## src/rtl/link_arbiter.sv

```systemverilog
// link_arbiter: round-robin arbiter granting one serial channel at a time to transmit or receive
//
// Parameters:
//   NCH      number of channels (1..16)
//   TIMEOUT  watchdog limit in cycles (2..65535), used only with LINK_ARBITER_TIMEOUT_EN
// Ports:
//   ref_clk      system clock
//   nreset       asynchronous active-low reset
//   tx_in        per-channel transmit request
//   rx_in        per-channel receive request
//   tx_done      per-channel transmit complete
//   rx_done      per-channel receive consumed
//   tx_out       transmit grant (one-hot or zero)
//   rx_out       receive request (one-hot or zero)
//   received     receive-complete acknowledge (one-hot or zero)
//   busy         high whenever not IDLE
//   active_ch    index of the channel being serviced, held while busy
//   timeout_err  one-cycle pulse on watchdog abort
// Configuration:
//   LINK_ARBITER_TIMEOUT_EN  builds the TRANSMIT/RECEIVE watchdog; otherwise timeout_err is constant 0
module link_arbiter #(
    parameter int NCH     = 4,
    parameter int TIMEOUT = 1024
) (
    input  logic                               ref_clk,
    input  logic                               nreset,
    input  logic [NCH-1:0]                     tx_in,
    input  logic [NCH-1:0]                     rx_in,
    input  logic [NCH-1:0]                     tx_done,
    input  logic [NCH-1:0]                     rx_done,
    output logic [NCH-1:0]                     tx_out,
    output logic [NCH-1:0]                     rx_out,
    output logic [NCH-1:0]                     received,
    output logic                               busy,
    output logic [$clog2(NCH > 1 ? NCH : 2)-1:0] active_ch,
    output logic                               timeout_err
);
    localparam int CW = $clog2(NCH > 1 ? NCH : 2);

    typedef enum logic [1:0] {IDLE, TRANSMIT, RECEIVE, WAITING} state_t;

    state_t         state_q, state_d;
    logic [CW-1:0]  rr_ptr_q, rr_ptr_d;
    logic [CW-1:0]  ch_q, ch_d;
    logic [NCH-1:0] tx_out_q, tx_out_d;
    logic [NCH-1:0] rx_out_q, rx_out_d;
    logic [NCH-1:0] received_q, received_d;
    logic           busy_q, busy_d;
    logic           err_q, err_d;
    logic [NCH-1:0] req;
    logic [CW-1:0]  cand, pick;
    logic           found;
    logic           timed_out;

`ifdef LINK_ARBITER_TIMEOUT_EN
    localparam int TW = $clog2(TIMEOUT);
    logic [TW-1:0] cnt_q, cnt_d;
    // cnt_q counts edges already spent in the state, so the compare fires on the TIMEOUT-th edge
    assign timed_out = (cnt_q == TW'(TIMEOUT - 1));
`else
    assign timed_out = 1'b0;
`endif

    assign req = tx_in | rx_in;

    always_comb begin
        state_d    = state_q;
        rr_ptr_d   = rr_ptr_q;
        ch_d       = ch_q;
        tx_out_d   = tx_out_q;
        rx_out_d   = rx_out_q;
        received_d = received_q;
        err_d      = 1'b0;
        found      = 1'b0;
        pick       = '0;
        cand       = '0;
`ifdef LINK_ARBITER_TIMEOUT_EN
        cnt_d      = cnt_q + 1'b1;
`endif
        // Walk downward so the candidate closest to rr_ptr is the last one written
        for (int i = NCH - 1; i >= 0; i--) begin
            cand = CW'((int'(rr_ptr_q) + i) % NCH);
            if (req[cand]) begin
                found = 1'b1;
                pick  = cand;
            end
        end
        case (state_q)
            IDLE: begin
                if (found) begin
                    ch_d     = pick;
                    rr_ptr_d = (pick == CW'(NCH - 1)) ? '0 : pick + 1'b1;
                    state_d  = tx_in[pick] ? TRANSMIT : RECEIVE;
                    tx_out_d = tx_in[pick] ? NCH'(1) << pick : '0;
                    rx_out_d = tx_in[pick] ? '0 : NCH'(1) << pick;
`ifdef LINK_ARBITER_TIMEOUT_EN
                    cnt_d    = '0;
`endif
                end
            end
            TRANSMIT: begin
                if (tx_done[ch_q] || timed_out) begin
                    state_d  = IDLE;
                    tx_out_d = '0;
                    err_d    = !tx_done[ch_q];
                end
            end
            RECEIVE: begin
                if (rx_done[ch_q]) begin
                    state_d    = WAITING;
                    rx_out_d   = '0;
                    received_d = NCH'(1) << ch_q;
                end else if (timed_out) begin
                    state_d  = IDLE;
                    rx_out_d = '0;
                    err_d    = 1'b1;
                end
            end
            default: begin
                if (!rx_in[ch_q]) begin
                    state_d    = IDLE;
                    received_d = '0;
                end
            end
        endcase
        busy_d = (state_d != IDLE);
    end

    always_ff @(posedge ref_clk or negedge nreset) begin
        if (!nreset) begin
            state_q    <= IDLE;
            rr_ptr_q   <= '0;
            ch_q       <= '0;
            tx_out_q   <= '0;
            rx_out_q   <= '0;
            received_q <= '0;
            busy_q     <= 1'b0;
            err_q      <= 1'b0;
`ifdef LINK_ARBITER_TIMEOUT_EN
            cnt_q      <= '0;
`endif
        end else begin
            state_q    <= state_d;
            rr_ptr_q   <= rr_ptr_d;
            ch_q       <= ch_d;
            tx_out_q   <= tx_out_d;
            rx_out_q   <= rx_out_d;
            received_q <= received_d;
            busy_q     <= busy_d;
            err_q      <= err_d;
`ifdef LINK_ARBITER_TIMEOUT_EN
            cnt_q      <= cnt_d;
`endif
        end
    end

    assign tx_out      = tx_out_q;
    assign rx_out      = rx_out_q;
    assign received    = received_q;
    assign busy        = busy_q;
    assign active_ch   = ch_q;
    assign timeout_err = err_q;
endmodule

```

## config.mk

```make
export PLATFORM = sky130hd
export DESIGN_NAME = link_arbiter
export DESIGN_NICKNAME = d
export VERILOG_FILES = /design/src/rtl/link_arbiter.sv
export SDC_FILE = /design/constraint.sdc
export NUM_CORES = 1
export LEC_CHECK = 0
export ABC_AREA = 1
export BUFFER_PORTS_ARGS = -buffer_cell sky130_fd_sc_hd__buf_2
export CAP_MARGIN = 20
export CORE_UTILIZATION = 45
export CTS_CLUSTER_SIZE = 14
export DETAILED_ROUTE_END_ITERATION = 7
export MAX_ROUTING_LAYER = met4
export PLACE_DENSITY = 0.69
export REMOVE_ABC_BUFFERS = 1
export SLEW_MARGIN = 0
export SYNTH_ARGS = -nofsm -noshare
export SYNTH_HDL_FRONTEND = slang
export SYNTH_SLANG_ARGS = --single-unit
```

## constraint.sdc

```tcl
create_clock -name ref_clk -period 3.8 [get_ports ref_clk]
set_input_delay 0.57 -clock ref_clk [delete_from_list [all_inputs] [get_ports ref_clk]]
set_output_delay 0.57 -clock ref_clk [all_outputs]
set_load 0.05 [all_outputs]
```

# ---- Word-level counts from Yosys, hierarchy flattened
# Index checks and enable logic that the tools add are counted.
dict set report totals {
  register_bits 20
  inputBits 18
  out_inout_bits 16
  wordCells 83
}
dict set report op_classes {
  addsub 4
  order_cmp 6
  n_eq_ne 7
  shifts 2
  mux 44
  n_bitwise 2
  n_reduce_logical 10
}
# cell n
set op_table {}
lappend op_table {{2-to-1 mux 4 bit} 8}
lappend op_table {{one-hot mux 4 bit (2 select lines)} 3}
lappend op_table {{2-to-1 mux 2 bit} 10}
lappend op_table {{less-than comparator 2 x 3 -> 1 bit (second input constant)} 6}
lappend op_table {{binary-select mux 1 bit (select 2 bit)} 8}
lappend op_table {{2-to-1 mux 1 bit} 14}
lappend op_table {{AND reduction 3 bit} 3}
lappend op_table {{<< shifter 1 x 2 -> 4 bit (first input constant)} 2}
lappend op_table {{!= test 2 bit (second input constant)} 3}
lappend op_table {{one-hot mux 2 bit (3 select lines)} 1}
lappend op_table {{nonzero test 2 bit} 3}
lappend op_table {{adder 2 x 1 -> 2 bit (second input constant)} 2}
lappend op_table {{adder 2 bit (second input constant)} 2}
lappend op_table {{equality test 2 bit (second input constant)} 2}
lappend op_table {{OR 4 bit} 1}
lappend op_table {{equality test 2 x 1 -> 1 bit (second input constant)} 1}
lappend op_table {{zero test 2 bit} 1}
lappend op_table {{!= test 2 x 1 -> 1 bit (second input constant)} 1}
lappend op_table {{AND reduction 2 bit} 1}
lappend op_table {{OR reduction 2 bit} 1}
lappend op_table {{zero test 1 bit} 1}
lappend op_table {{inverter 1 bit} 1}

# ---- Longest topological paths before layout
dict set report logic_depth {
  ltp_word 13
  depth_mapped 16
  ltp_nobuf 16
}

# ---- Worst setup path after synthesis
# No wires, ideal clock.
dict set report synth_timing {
  path_kind {input to register}
  startpoint {input port rx_in[3]}
  endpoint {register rr_ptr_q[1]}
  setup_time_ps 126
  arrival_time_ps 1684
  t_required_ps 3674
  path_slack_ps 1990
  cell_stages 13
  path_buffers 0
  path_cell_list {nor2_1 > nand2_1 > nand2_1 > nor2_1 > nand2_1 > nand2_1 > nand2_1 > nand2_2 > nand2_2 > inv_1 > ha_1 > nand2_1 > o21ai_0}
}
dict set report synth_between {
  elab_chain_cells 9
  word_cells_on_any_way 21
  classes_between {1 x add/sub; 1 x eq/ne; 17 x mux; 1 x bitwise; 1 x reduce/logical}
}
# item line
set synth_rtl {}
lappend synth_rtl {{start: declaration} 28} ;# input logic [NCH-1:0] rx_in,
lappend synth_rtl {{OR 4 bit (*)} 64} ;# assign req = tx_in | rx_in;
lappend synth_rtl {{binary-select mux 1 bit (select 2 bit)} 83} ;# if (req[cand]) begin
lappend synth_rtl {{2-to-1 mux 1 bit (not written as such)} 83}
lappend synth_rtl {{2-to-1 mux 2 bit (3 in series)} 83}
lappend synth_rtl {{2-to-1 mux 2 bit (*)} 83}
lappend synth_rtl {{via pick[1]} 51} ;# logic [CW-1:0] cand, pick;
lappend synth_rtl {{adder 2 x 1 -> 2 bit / equality test 2 bit (equally long branches)} 92} ;# rr_ptr_d = (pick == CW'(NCH - 1)) ? '0 : pick + 1'b1;
lappend synth_rtl {{2-to-1 mux 2 bit (*)} 92}
lappend synth_rtl {{end signal: assignment} 144} ;# rr_ptr_q <= rr_ptr_d;
lappend synth_rtl {{end: declaration} 43} ;# logic [CW-1:0] rr_ptr_q, rr_ptr_d;
# Mark *: on every way through the listed nets, which the timed path passes. The rest lies on a longest branch. The select of a mux whose other input is x is not followed.
# A chain may end at the register's enable or synchronous reset.

# ---- Worst setup path after layout
dict set report layout_timing {
  startpoint {register rr_ptr_q[0]}
  endpoint {register busy_q, in the netlist busy}
}
dict set report layout_between {
  elab_chain_cells 13
  word_cells_on_any_way 25
  classes_between {3 x add/sub; 21 x mux; 1 x reduce/logical}
}
# item line
set layout_rtl {}
lappend layout_rtl {{adder 2 bit} 82} ;# cand = CW'((int'(rr_ptr_q) + i) % NCH);
lappend layout_rtl {{binary-select mux 1 bit (select 2 bit)} 83}
lappend layout_rtl {{2-to-1 mux 1 bit (not written as such)} 83}
lappend layout_rtl {{2-to-1 mux 2 bit (3 in series)} 83}
lappend layout_rtl {{2-to-1 mux 2 bit (*)} 83}
lappend layout_rtl {{via pick[1]} 51}
lappend layout_rtl {{binary-select mux 1 bit (select 2 bit) (*)} 93} ;# state_d = tx_in[pick] ? TRANSMIT : RECEIVE;
lappend layout_rtl {{2-to-1 mux 1 bit (not written as such) (*)} 93}
lappend layout_rtl {{2-to-1 mux 2 bit (*)} 93}
lappend layout_rtl {{2-to-1 mux 2 bit (*)} 90} ;# if (found) begin
lappend layout_rtl {{one-hot mux 2 bit (3 select lines) (*)} 88} ;# case (state_q)
lappend layout_rtl {{nonzero test 2 bit (*)} 126} ;# busy_d = (state_d != IDLE);
lappend layout_rtl {{via busy_d} 48} ;# logic busy_q, busy_d;
lappend layout_rtl {{end signal: assignment} 149} ;# busy_q <= busy_d;
lappend layout_rtl {{end: declaration} 48}
# Marks and branches as above.

==> flow_metrics.py <==
metrics = {
    "timing": {
        "finalHoldViolCount": 0,
        "finClkSkew_ns": 0.00592,
        "drv_slew": 0,
        "tns_ns": 0,
        "fin_crit_ns": 2.23,
        "max_freq_mhz": 448,
        "rsz0062_at_grt": "false",
        "setup_viol": 0,
        "period_share": 0.588,
        "worst_pin_slew_ns": 0.535,
        "slew-limit-headroom": 0.642,
    },
    "worst_setup_path": {
        "cp_data_arrival_time_ns": 2.44,
        "crit_chain": "inv_1 > nand2_1 > nand2_1 > nor2_1 > nand2_1 > nand2_1 > nand2_1 > nand2_2 > nand2_2 > inv_1 > nand3_2 > nand3_2 > nand2_1 > nand2_1 > nand2_2",
        "cp-end-kind": "flop",
        "startpoint_type": "flop",
        "required_ns": 4.01,
        "cp_top_family": "simple AND/OR/NAND/NOR gates",
        "cp_slowest_cell": "dfrtp_1",
        "crit_type": "flop to flop",
        "critPathMaxStageDelay_ns": 0.65,
        "cpMostUsedCell": "nand2_1",
        "critPathMaxFanout": 11,
        "worst-path-buf-inv": 2,
    },
    "yosys": {
        "synthCells": 167,
        "synth_top_area_cell": "dfrtp_1",
        "synth.cell_area_sq_um": 1270,
        "synth.avg_cell_area_sq_um": 7.60,
        "synth.distinct_cells": 25,
        "ys_ff_latch": 19,
        "synth_top_area_share": 0.374,
        "yosys_warnings": 0,
        "ys_top_cells_by_area": "dfrtp_1, nand2_1, nand3_1",
        "synth-seq-area-share": 0.374,
    },
    "floorplan": {
        "start_util": 0.495,
        "dieArea_sq_um": 3040,
        "fp.dieW_microns": 55.1,
        "rows": 18,
        "core_sq_um": 2570,
        "die_h_microns": 55.1,
        "ioPinCount": 34,
    },
    "layout": {
        "drive_gt1_frac": 0.305,
        "antenna_cells": 0,
        "area_growth_pct": 15.4,
        "final_cells": 230,
        "fillCellCount": 252,
        "final_cell_area_sq_um": 1470,
        "register_area_sq_um": 475,
        "final_cell_mix": "nand2_1, buf_2, nand3_1, dfrtp_1, inv_1",
        "multiInputGateArea_sq_um": 697,
        "final_common_cell": "nand2_1",
        "fin_nets": 223,
    },
    "global_route": {
        "grt_overflow": 0,
        "antenna_found_initial": 0,
        "grt_pass1_vias": 1155,
        "track_usage": 0.235,
        "grt_pass1_wl_microns": 4830,
        "grt_max_degree": 20,
    },
    "detailed_routing": {
        "vias": 1252,
        "drcViolationCount": 0,
        "dr.pass1.iters": 4,
        "ant_nets": 0,
        "wirelength_microns": 2950,
        "drt_iter0_drc": 28,
        "vias_per_cell": 5.44,
        "wl_per_cell_microns": 12.8,
    },
    "placed_design": {
        "dpl.cell_count": 226,
        "place_hpwl_microns": 2280,
        "portBuffers": 32,
        "placed_area_sq_um": 1440,
        "gp_congestion": 0.828,
    },
    "power_and_ir_drop": {
        "p_leak_nw": 0.831,
        "ir_worst_vdd_mv": 0.631,
        "p_per_area_nw_per_um2": 1040,
        "power_mw": 1.52,
    },
    "cts": {
        "post_cts_buffers": 0,
        "clkSlewWorstSetupHoldPaths_ns": 0.12,
        "clk_path_buf_depth": 2,
        "cts_tree": "yes",
        "numCtsBuffers": 3,
        "cts_resized": 0,
        "h-tree-depth": 1,
        "root_buffer": "clkbuf_4",
        "hold_buffers": 0,
        "clock-sinks": 19,
        "clk_latency_ns": 0.31,
    },
    "run": {
        "cap_violations": 0,
    },
    "worst_hold_path": {
        "min-delay-path-class": "input port to asynchronous set/reset pin",
    },
    "status": {
        "status": "complete, no violations",
    },
}
==> Yosys cell counts <==
cell type  number
a211oi_2        1
a21oi_1         2
a21oi_4         1
a22oi_1         4
buf_4           1
buf_6           2
conb_1          1
dfrtp_1        19
ha_1            4
inv_1          15
inv_2           3
nand2_1        48
nand2_2         9
nand2_4         2
nand3_1        24
nand3_2         6
nor2_1         11
nor2_2          1
o21a_1          1
o21ai_0         3
o21ai_1         5
o21ai_2         1
o22ai_1         1
xnor2_1         1
xor2_2          1
==> logic make-up (layout without fill, tap and decap cells) <==
| family | after synthesis | in the layout | share of synthesized area |
|---|---|---|---|
| simple gates | 101 | 101 | 0.383 |
| compound gates | 19 | 19 | 0.103 |
| other cells | 1 | 1 | 0.00295 |
| xor+xnor | 2 | 2 | 0.0197 |
| fa+ha+maj | 4 | 4 | 0.0394 |
| buf+inv | 21 | 54 | 0.0768 |
| flops | 19 | 19 | 0.374 |
==> power by group <==
| part | total [mW] | switching (mW) | internal (mW) |
|---|---|---|---|
| Combinational | 1.07 | 0.750 | 0.317 |
| Clock | 0.108 | 0.0689 | 0.0393 |
| Sequential | 0.348 | 0.0727 | 0.276 |
==> sequential cells by signal (all words and copies together), names as in the netlist <==
name       flops
received       4
rx_out         4
tx_out         4
active_ch      2
rr_ptr_q       2
state_q        2
busy           1
==> metal layers <==
metal | share of wire | vias to the layer above | global-route usage | wire [microns]
li1 | - | 609 | - | -
met1 | 0.42 | 560 | 0.255 | 1230
met2 | 0.47 | 65 | 0.402 | 1380
met3 | 0.079 | 18 | 0.0410 | 234
met4 | 0.037 | 0 | 0.133 | 110
met5 | 0 | - | - | 0
==> final timing paths <==
path                             start     endpoint  slack (ns)  cells past startpoint
min                             nreset  received[2]        0.18                      1
min reg2reg                  rx_out[0]    rx_out[0]        0.49                      2
max reg2reg                rr_ptr_q[0]         busy        1.57                     15
min in group ref_clk         rx_out[0]    rx_out[0]        0.49                      2
max                        rr_ptr_q[0]         busy        1.57                     15
max in group asynchronous       nreset    rx_out[1]        3.32                      1
==> final cells by class <==
type                            count  share of cell area
Tap cell                           30              0.0256
Clock buffer                        3              0.0154
Inverter                           18              0.0461
Clock inverter                      1             0.00342
Timing Repair Buffer               32               0.109
Multi-Input combinational cell    127               0.476
Sequential cell                    19               0.325
==> stage by stage <==
step	setup slack [ns]	hold WS [ns]	util
3_3_place_gp	1.63	0.461	0.560
3_5_place_dp	1.63	0.466	0.560
2_1_floorplan	1.97	0.274	-
6_report	1.57	0.180	0.571
4_1_cts	1.56	0.186	0.571
5_1_grt	1.30	0.200	0.571
(Power assumes the default switching activity.)
